$ cat src/rtl/serial_pattern_gen.sv
// Serial pattern generator: shifts a loaded word out MSB-first,
// repeated back-to-back, followed by an idle gap and a done pulse.
module serial_pattern_gen #(
  parameter int WIDTH = 8,
  parameter int CNT_W = 4,
  parameter int GAP   = 2
) (
  input  logic             clk,
  input  logic             reset,
  input  logic             load_valid,
  output logic             load_ready,
  input  logic [WIDTH-1:0] load_data,
  input  logic [CNT_W-1:0] load_reps,
  output logic             out,
  output logic             out_valid,
  output logic             done
);

  localparam int BW = $clog2(WIDTH);
  localparam int GW = (GAP > 1) ? $clog2(GAP) : 1;
  localparam logic [BW-1:0] BLAST = BW'(WIDTH - 1);
  localparam logic [GW-1:0] GLAST = GW'(GAP - 1);

  typedef enum logic [1:0] {
    IDLE,
    SHIFT,
    GAPS
  } state_t;

  state_t           state, state_n;
  logic [WIDTH-1:0] shreg, shreg_n;
  logic [BW-1:0]    bitcnt, bitcnt_n;
  logic [CNT_W-1:0] repcnt, repcnt_n;
  logic [GW-1:0]    gapcnt, gapcnt_n;
  logic             out_n, valid_n, done_n;
  logic [CNT_W-1:0] reps_clamped;

  assign load_ready   = (state == IDLE) && !reset;
  assign reps_clamped = (load_reps == '0) ? CNT_W'(1) : load_reps;

  always_ff @(posedge clk or posedge reset) begin
    if (reset) begin
      state     <= IDLE;
      shreg     <= '0;
      bitcnt    <= '0;
      repcnt    <= '0;
      gapcnt    <= '0;
      out       <= 1'b0;
      out_valid <= 1'b0;
      done      <= 1'b0;
    end else begin
      state     <= state_n;
      shreg     <= shreg_n;
      bitcnt    <= bitcnt_n;
      repcnt    <= repcnt_n;
      gapcnt    <= gapcnt_n;
      out       <= out_n;
      out_valid <= valid_n;
      done      <= done_n;
    end
  end

  always_comb begin
    state_n  = state;
    shreg_n  = shreg;
    bitcnt_n = bitcnt;
    repcnt_n = repcnt;
    gapcnt_n = gapcnt;
    out_n    = 1'b0;
    valid_n  = 1'b0;
    done_n   = 1'b0;
    unique case (state)
      IDLE: begin
        if (load_valid) begin
          shreg_n  = load_data;
          repcnt_n = reps_clamped;
          bitcnt_n = '0;
          out_n    = load_data[WIDTH-1];
          valid_n  = 1'b1;
          state_n  = SHIFT;
        end
      end
      SHIFT: begin
        // rotate so the word is intact again after WIDTH bits
        shreg_n = {shreg[WIDTH-2:0], shreg[WIDTH-1]};
        if (bitcnt == BLAST) begin
          bitcnt_n = '0;
          if (repcnt > CNT_W'(1)) begin
            repcnt_n = repcnt - CNT_W'(1);
            out_n    = shreg[WIDTH-2];
            valid_n  = 1'b1;
          end else if (GAP > 0) begin
            gapcnt_n = '0;
            state_n  = GAPS;
          end else begin
            done_n  = 1'b1;
            state_n = IDLE;
          end
        end else begin
          bitcnt_n = bitcnt + BW'(1);
          out_n    = shreg[WIDTH-2];
          valid_n  = 1'b1;
        end
      end
      GAPS: begin
        if (gapcnt == GLAST) begin
          done_n  = 1'b1;
          state_n = IDLE;
        end else begin
          gapcnt_n = gapcnt + GW'(1);
        end
      end
      default: state_n = IDLE;
    endcase
  end

endmodule

$ cat config.mk
export PLATFORM = sky130hd
export DESIGN_NAME = serial_pattern_gen
export DESIGN_NICKNAME = d
export VERILOG_FILES = /design/src/rtl/serial_pattern_gen.sv
export SDC_FILE = /design/constraint.sdc
export NUM_CORES = 1
export LEC_CHECK = 0
export BUFFER_PORTS_ARGS = -buffer_cell sky130_fd_sc_hd__buf_2
export CAP_MARGIN = 20
export CORE_MARGIN = 8
export CORE_UTILIZATION = 40
export CTS_BUF_LIST = sky130_fd_sc_hd__clkbuf_8
export CTS_CLUSTER_DIAMETER = 200
export DETAILED_ROUTE_END_ITERATION = 8
export HOLD_SLACK_MARGIN = 0.12
export SLEW_MARGIN = 25
export SYNTH_ARGS = -nofsm -noshare
export SYNTH_HDL_FRONTEND = slang
export SYNTH_SLANG_ARGS = --single-unit
export TNS_END_PERCENT = 20
$ cat constraint.sdc
create_clock -name clk -period 1.8 [get_ports clk]
set_clock_uncertainty 0.1 [all_clocks]
set_input_delay 0.09 -clock clk [delete_from_list [all_inputs] [get_ports clk]]
set_output_delay 0.09 -clock clk [all_outputs]
set_load 0.01 [all_outputs]
==> results of run 1 <==
metal layers:
layer / part of all wire (%) / routed length [um] / vias up / GRT usage [%]
li1: - / - / 470 / -
met1: 47 / 1100 / 428 / 14.7
met2: 47 / 1110 / 12 / 19.0
met3: 4.5 / 107 / 4 / 2.13
met4: 1.9 / 45 / 0 / 6.65
met5: 0 / 0 / - / 0
power groups by stage:
stage	Combinational, mW	Clock (mW)	Sequential (mW)
floorplan	0.685	0	0.763
global placement	0.861	0	0.780
detailed placement	0.877	0	0.790
CTS	0.903	0.310	0.780
global route	1.04	0.337	0.809
finish	0.915	0.298	0.782
placed cells by master, fill, tap and decap left out, types with 5 or more instances in the layout:
cell,synthesis,routed
a21oi_1,5,5
a31oi_1,7,7
and2_1,6,6
buf_2,2,18
buf_4,0,6
dfrtp_1,21,21
dlygate4sd3_1,0,13
inv_1,6,7
nand2_1,12,12
nor2_1,7,6
o21ai_0,10,10
sequential cells by signal (all words and copies together) (netlist names):
signal,cells
out_valid,1
repcnt,4
bitcnt,3
state,2
shreg,8
done,1
gapcnt,1
out,1
worst register-to-register path, delay by kind of cell (launching register included):
kind                       cells  cell delay, ps
DFF                            1             370
and+or+nand+nor                1             370
adders and majority gates      2             360
AOI/OAI and AO/OA              2             240
muxes                          1             170
area by class of cell:
class,count,area share (%)
Tap cell,31,2.76
Sequential cell,21,37.4
Timing Repair Buffer,37,18.9
Multi-Input combinational cell,79,35.9
Clock inverter,1,0.267
Clock buffer,3,2.94
Inverter,7,1.87
kinds of logic after synthesis:
family                   share of synthesized area [%]
AND/OR/NAND/NOR                                   18.3
flip-flops                                        48.7
buffers and inverters                             5.45
multiplexers                                      1.39
adder cells (fa/ha/maj)                           4.64
AO/OA/AOI/OAI                                     21.5
final timing paths:
path,from,end,cells past startpoint
min in group asynchronous,reset,shreg[2],4
setup reg to reg,bitcnt[0],repcnt[0],6
setup / recovery,bitcnt[0],repcnt[0],6
hold / removal,load_valid,shreg[0],3
max in group asynchronous,reset,repcnt[0],4
hold reg to reg,shreg[0],shreg[0],2
repair_timing:
| action | 4_1_cts | 5_1_grt |
|---|---|---|
| hold buffers | 13 | 0 |
| endpoints found under the hold margin | 34 | 0 |
| setup endpoints to repair | 0 | 1 |
| resized for setup | 0 | 3 |
through the flow:
step                      power (mW)  utilization [%]  instance area [um^2]
after floorplan                 1.45                -                  1080
after detailed placement        1.67             45.8                  1220
final                           2.00             52.8                  1410
after global routing            2.19             52.8                  1410
after global placement          1.64             45.8                  1220
after CTS                       1.99             52.4                  1400
==> run metrics, run 1 <==
H-Tree Depth=1; Synth top cells by count=21 x dfrtp_1, 12 x nand2_1, 10 x o21ai_0; Place WS=42.4 ps; Post-synth top flop=dfrtp_1; number of synthesis warnings=0; Worst Path Max Fanout=8; total of max-cap violations=0; IO Count=19; Starting Density=40.5%; total track usage=11.9%; Avg WL per Cell=13.2 um; Vias=914; crit path buf inv count=0; area of the multi-input gates=504 um^2; CP max stage delay=370 ps; Root Buffer=clkbuf_8; Peak VDD IR=719 uV; Clk pwr share=14.9%; Fillers=253; Seq/Total Area, Yosys=48.7%; post-synth top area cell=dfrtp_1; CTS clk-pin slew, worst paths=70 ps; Reg power frac=39.2%; setup slack after layout=103 ps; Mapped Area=1080 um^2; # setup viols final=0; CP Class=register to register; initial antenna violation count=0; Hold Crit Class=input pin to register; chip width=67.9 um; nets=168; CP Data Arrival Time=1770 ps; DP HPWL=1690 um; total nets after synthesis=132; f_max=589 MHz; Rel. slew slack=74.8%; clk sink count=21; Inst Count DP=162; flops & latches, synth=21; worst-margin pin slew=376 ps; power density cells=1420 nW/um^2; setup TNS=0 ps; first-pass GRT wire length=4260 um; most frequent cell after synthesis=dfrtp_1; die height=67.9 um; Placeable Area=2660 um^2; iteration-0 DRC count of the detailed router=36; Reg area=526 um^2; Pre-antenna DRT Iters=4; die footprint=4610 um^2; global route total overflow=0; non-filler cells, final=179; net load switching power=0.742 mW; fin crit share=94.3%; final max-slew violation count=0; Yosys cell types=31; worst hold margin=168 ps; CP startpoint kind=register; post-CTS setup buffer count=0; vias in the first global route=987; post-synth top area share=48.7%; CP delay by family, top=flip-flops; CTS Buf Count=3; DRC violations left=0; Post-Syn Instances=113; clk_lat worst skew=260 ps; number of placement rows=19; Async SR Flop Fraction=100%; Post-Route WL=2360 um; Int Power=1.25 mW; ANT cells=0; Setup crit end kind=register; part of the power in combinational logic=45.9%; CP Cell Sequence=ha_1 > ha_2 > mux2_4 > o311ai_4 > or3_1 > o211ai_1; Post-synth EDFFs=0; largest net degree at the start of global routing=22; Net Sw Frac=37.2%; final hold violations=0; placer congestion estimate=0.737; worst reg-to-reg setup slack=100 ps; Leak=0.627 nW; Avg Inst Size Synth=9.54 um^2; WP data required=1870 ps; crit path time final=1700 ps; count of buffers from port buffering=18; CTS tree=built; Vias per Instance=5.11; area grow syn2layout=30.3%; slowest CP cell=dfrtp_1; CTS Buffer Depth=2; status=finished clean; RSZ-0062 raised after global routing=false; Routed Antenna Nets=0; top post-synthesis cells by area=dfrtp_1 49%, ha_1 4.6%, o21ai_0 4.6%, nand2_1 4.2%, a31oi_1 4.1%; share of layout cells above drive strength 1=21.6%
No activity file was read; power rests on OpenSTA's default activity.
==> inputs of run 2 (changes only) <==
ABC_CLOCK_PERIOD_IN_PS = 1800   (was unset)
CTS_BUF_LIST = unset   (was sky130_fd_sc_hd__clkbuf_8)
==> run metrics, run 2 (synthesis gave the netlist of run 1 again) <==
Clk pwr share=11.0% (-3.9 points); Peak VDD IR=696 uV (-3.2%); Setup crit end kind=register; die height=67.9 um (unchanged); part of the power in combinational logic=50.7% (+4.8 points); Post-DP Area=1220 um^2 (unchanged); H-Tree Depth=1 (unchanged); Worst Path Max Fanout=13 (+5); largest net degree at the start of global routing=22 (unchanged); hold depth=3 (unchanged); Int Power=1.28 mW (+1.9%); total track usage=12.5% (+0.64 points); commonest non-fill, non-tap cell in the layout=dfrtp_1; Worst Reg-to-Reg Cells=5 (-1); IO Count=19 (unchanged); Vias=948 (+3.7%); Placeable Area=2660 um^2 (unchanged); nets=173 (+3.0%); chip width=67.9 um (unchanged); worst-margin pin slew=375 ps (-1.51 ps); leading cell types in the layout, fill and taps excluded=20 x dfrtp_1, 18 x buf_2, 17 x dlygate4sd3_1, 12 x nand2_1, 10 x o21ai_0; WP data required=1900 ps (+30 ps); slowest CP cell=dlygate4sd3_1; Place WS=42.4 ps (unchanged); Critical Path Stages=5 (-1); fin crit share=95.8% (+1.5 points); Routed Antenna Nets=0 (unchanged); ANT cells=0 (unchanged); final hold violations=0 (unchanged); setup slack after layout=75.9 ps (-27.1 ps); CTS Buffer Depth=2 (unchanged); # setup viols final=0 (unchanged); CP startpoint kind=register; Post-Route WL=2520 um (+6.7%); CP Cell Sequence=buf_6 > and2_1 > a31oi_1 > dlygate4sd3_1 > o21ai_0; Biggest register=shreg; CTS tree=built; crit path time final=1720 ps (+27.1 ps); Avg WL per Cell=13.7 um (+3.8%); CTS clk-pin slew, worst paths=110 ps (+40 ps); placer congestion estimate=0.737 (unchanged); Pre-antenna DRT Iters=4 (unchanged); clk_lat worst skew=300 ps (+40 ps); net load switching power=0.773 mW (+4.2%); Leak=0.634 nW (+1.1%); die footprint=4610 um^2 (unchanged); global route total overflow=0 (unchanged); first-pass GRT wire length=4430 um (+4.0%); CP Class=register to register; final max-slew violation count=0 (unchanged); finished layout cell area=1450 um^2 (+3.1%); DRC violations left=0 (unchanged); setup TNS=0 ps (unchanged); crit path buf inv count=2 (+2); Rel. slew slack=74.9% (+0.10 points); CP max stage delay=560 ps (+190 ps); Net Sw Frac=37.7% (+0.52 points); Reg power frac=38.3% (-0.9 points); Largest register FFs=8 (unchanged); status=finished clean; Starting Density=40.5% (unchanged); Vias per Instance=5.15 (+0.90%); total of max-cap violations=0 (unchanged); RSZ-0062 raised after global routing=false; DP HPWL=1690 um (unchanged); Root Buffer=clkbuf_4; count of buffers from port buffering=18 (unchanged); vias in the first global route=998 (+1.1%); share of layout cells above drive strength 1=22.2% (+0.60 points); clk sink count=21 (unchanged); Pwr Total=2.05 mW (+2.8%); area grow syn2layout=34.3%; Top Registers=shreg (8), repcnt (4), bitcnt (3); iteration-0 DRC count of the detailed router=22 (-39%); Hold Crit Class=input pin to register; power density cells=1420 nW/um^2 (-0.33%); CTS Buf Count=3 (unchanged); f_max=580 MHz (-1.6%); CP delay by family, top=buffers and inverters; number of placement rows=19 (unchanged); initial antenna violation count=0 (unchanged); CP Data Arrival Time=1820 ps (+50 ps)
-- run 2: cell types whose count changed in the layout (fill, tap and decap cells not counted) --
cell	delta
dlygate4sd3_1	+4
clkbuf_4	+3
clkbuf_8	-3
buf_6	+1
clkbuf_1	+1
dfrtp_1	-1
dfrtp_2	+1
ha_2	-1
ha_4	+1
inv_1	-1
-- run 2: path summary, 6_finish.rpt --
| path | slack (ps) | to | start |
|---|---|---|---|
| max | 80 | shreg[0] | state[0] |
| min | 130 | shreg[2] | load_valid |
| max reg2reg | 80 | shreg[0] | state[0] |
| min reg2reg | 390 | shreg[0] | shreg[0] |
| max in group asynchronous | 1130 | state[0] | reset |
| min in group asynchronous | 250 | shreg[2] | reset |
-- run 2: power by group through the flow --
stage               registers [mW]  logic (mW)  clock network (mW)
detailed placement           0.790       0.877                   0
CTS                          0.779       0.976               0.237
global placement             0.780       0.861                   0
floorplan                    0.763       0.685                   0
global route                 0.811        1.18               0.260
finish                       0.786        1.04               0.225
-- run 2: what timing repair did --
item | CTS | global route
resized for setup | 0 | 6
endpoints found under the setup margin | 0 | 5
hold endpoints to repair | 34 | 0
hold buffers | 17 | 0
buffers inserted | 0 | 1
-- run 2: area by class of cell --
type / instances / area, um^2
multi-input cells: 79 / 514
flip-flops and latches: 21 / 527
clock buffers: 4 / 26.3
fillers: 250 / 1210
inverters: 7 / 26.3
repair buffers: 42 / 317
well taps: 31 / 38.8
-- run 2: worst register-to-register path, delay by kind of cell (launching register included) --
kind	cells	cell delay, ps
buffers and inverters	2	710
AOI/OAI and AO/OA	2	200
and+or+nand+nor	1	160
DFF	1	450
-- run 2: layer usage --
layer	track usage [%]	routed length (um)	share of wire [%]	up-vias
met4	6.39	69	2.7	0
met2	20.9	1200	48	12
met5	0	0	0	-
li1	-	-	-	479
met1	15.2	1150	46	451
met3	1.96	101	4.0	6
-- run 2: through the flow --
stage / instances / utilization (%) / hold slack (ps)
detailed placement: 162 / 45.8 / 45.3
finish: 184 / 54.4 / 131
floorplan: 113 / - / -33.5
global route: 184 / 54.4 / 171
global placement: 162 / 45.8 / 41.8
CTS: 183 / 53.2 / 122
==> inputs of run 3 (changes only) <==
SETUP_SLACK_MARGIN = 0.3   (was unset)
==> run metrics, run 3 (synthesis gave the netlist of run 1 again) <==
Top Registers=shreg (8), repcnt (4), bitcnt (3); crit path buf inv count=0 (-2); H-Tree Depth=1 (unchanged); power density cells=1410 nW/um^2 (-0.68%); slowest CP cell=dfrtp_1; Root Buffer=clkbuf_4; CTS tree=built; initial antenna violation count=0 (unchanged); # setup viols final=0 (unchanged); DRC violations left=0 (unchanged); CTS Buffer Depth=2 (unchanged); ANT cells=0 (unchanged); CP Cell Sequence=ha_2 > ha_4 > mux2_4 > o311ai_4 > or3_1 > o211ai_1; Vias=931 (-1.8%); commonest non-fill, non-tap cell in the layout=dfrtp_1; Pre-antenna DRT Iters=5 (+1); Largest register FFs=8 (unchanged); WP data required=1910 ps (about the same); Starting Density=40.5% (unchanged); leading cell types in the layout, fill and taps excluded=21 x dfrtp_1, 18 x buf_2, 13 x dlygate4sd3_1, 12 x nand2_1, 9 x o21ai_0; Routed Antenna Nets=0 (unchanged); die height=67.9 um (unchanged); Vias per Instance=5.14 (-0.17%); total track usage=11.8% (-0.67 points); Inst Count DP=160 (-1.2%); first-pass GRT wire length=4240 um (-4.4%); setup TNS=0 ps (unchanged); crit path time final=1640 ps (-89.0 ps); iteration-0 DRC count of the detailed router=40 (+82%); f_max=612 MHz (+5.4%); clk_lat worst skew=290 ps (about the same); CTS clk-pin slew, worst paths=110 ps (about the same); final max-slew violation count=0 (unchanged); Worst Path Max Fanout=3 (-10); CTS Buf Count=3 (unchanged); fin crit share=90.8% (-4.9 points); chip width=67.9 um (unchanged); non-filler cells, final=181 (-1.6%); CP max stage delay=390 ps (-170 ps); placer congestion estimate=0.843 (+15%); count of buffers from port buffering=18 (unchanged); CP Class=register to register; vias in the first global route=1030 (+3.2%); Post-Route WL=2430 um (-3.4%); Setup crit end kind=register; CP Data Arrival Time=1750 ps (-70 ps); share of layout cells above drive strength 1=24.7% (+2.4 points); Placeable Area=2660 um^2 (unchanged); RSZ-0062 raised after global routing=true; Leak=0.624 nW (-1.6%); hold depth=3 (unchanged); clk sink count=21 (unchanged); Worst Reg-to-Reg Cells=6 (+1); Peak VDD IR=834 uV (+20%); Rel. slew slack=74.3% (-0.61 points); final hold violations=0 (unchanged); DP HPWL=1770 um (+5.1%); worst-margin pin slew=382 ps (+7.46 ps); area grow syn2layout=32.1%; Hold Crit Class=input pin to register; die footprint=4610 um^2 (unchanged); Biggest register=shreg; status=finished clean; CP startpoint kind=register; nets=170 (-1.7%); number of placement rows=19 (unchanged); Avg WL per Cell=13.4 um (-1.8%); total of max-cap violations=0 (unchanged); CP delay by family, top=flip-flops; global route total overflow=0 (unchanged); largest net degree at the start of global routing=22 (unchanged); Critical Path Stages=6 (+1); IO Count=19 (unchanged)
## run 3: cell types whose count changed in the layout (fill, tap and decap cells not counted), sizes merged
| cell | delta |
|---|---|
| buf | +1 |
| dlygate4sd3 | -4 |
## run 3: layer usage
| layer | up-vias | share of wire, % | GRT usage [%] |
|---|---|---|---|
| met5 | - | 0 | 0 |
| met4 | 0 | 0.70 | 5.12 |
| met3 | 2 | 5.6 | 2.62 |
| met2 | 17 | 49 | 21.1 |
| met1 | 441 | 45 | 13.2 |
| li1 | 471 | - | - |
## run 3: layout make-up
type	instances	area (um^2)
clock buffers	4	26.3
multi-input cells	79	524
flip-flops and latches	21	526
repair buffers	39	284
well taps	31	38.8
inverters	7	26.3
fillers	244	1240
## run 3: tightest hold or removal path, cell delays in order
cell and delay (ps):
buf_2 150, a31oi_1 160, o21ai_0 80
## run 3: where the power goes
group,internal [mW],switching [mW],total [mW]
logic,0.490,0.504,0.994
clock network,0.0862,0.130,0.216
registers,0.661,0.133,0.794
total,1.24,0.766,2.00
## run 3: repair_timing
item                                    CTS  global route
resized for setup                         4             1
pin swaps                                 4             5
endpoints found under the hold margin    34             0
endpoints found under the setup margin   12            11
hold buffers                             13             0
buffers inserted                          3             1
## run 3: path summary, 6_finish.rpt
path                              to        from  slack (ps)
setup / recovery           repcnt[0]   bitcnt[0]         160
hold / removal              shreg[0]  load_valid         130
setup reg to reg           repcnt[0]   bitcnt[0]         160
hold reg to reg             shreg[0]    shreg[0]         390
max in group asynchronous  repcnt[3]       reset        1120
min in group asynchronous        out       reset         260
## run 3: per-stage QoR
stage / setup slack (ps) / total power, mW / hold slack, ps / instance area [um^2] / utilization (%)
after global placement: 149 / 1.66 / 41.9 / 1220 / 45.9
after detailed placement: 102 / 1.69 / 46.7 / 1220 / 45.9
final: 165 / 2.00 / 126 / 1430 / 53.5
after floorplan: 210 / 1.48 / -33.5 / 1100 / -
after CTS: 162 / 2.01 / 120 / 1420 / 53.1
after global routing: 67.2 / 2.20 / 132 / 1430 / 53.5
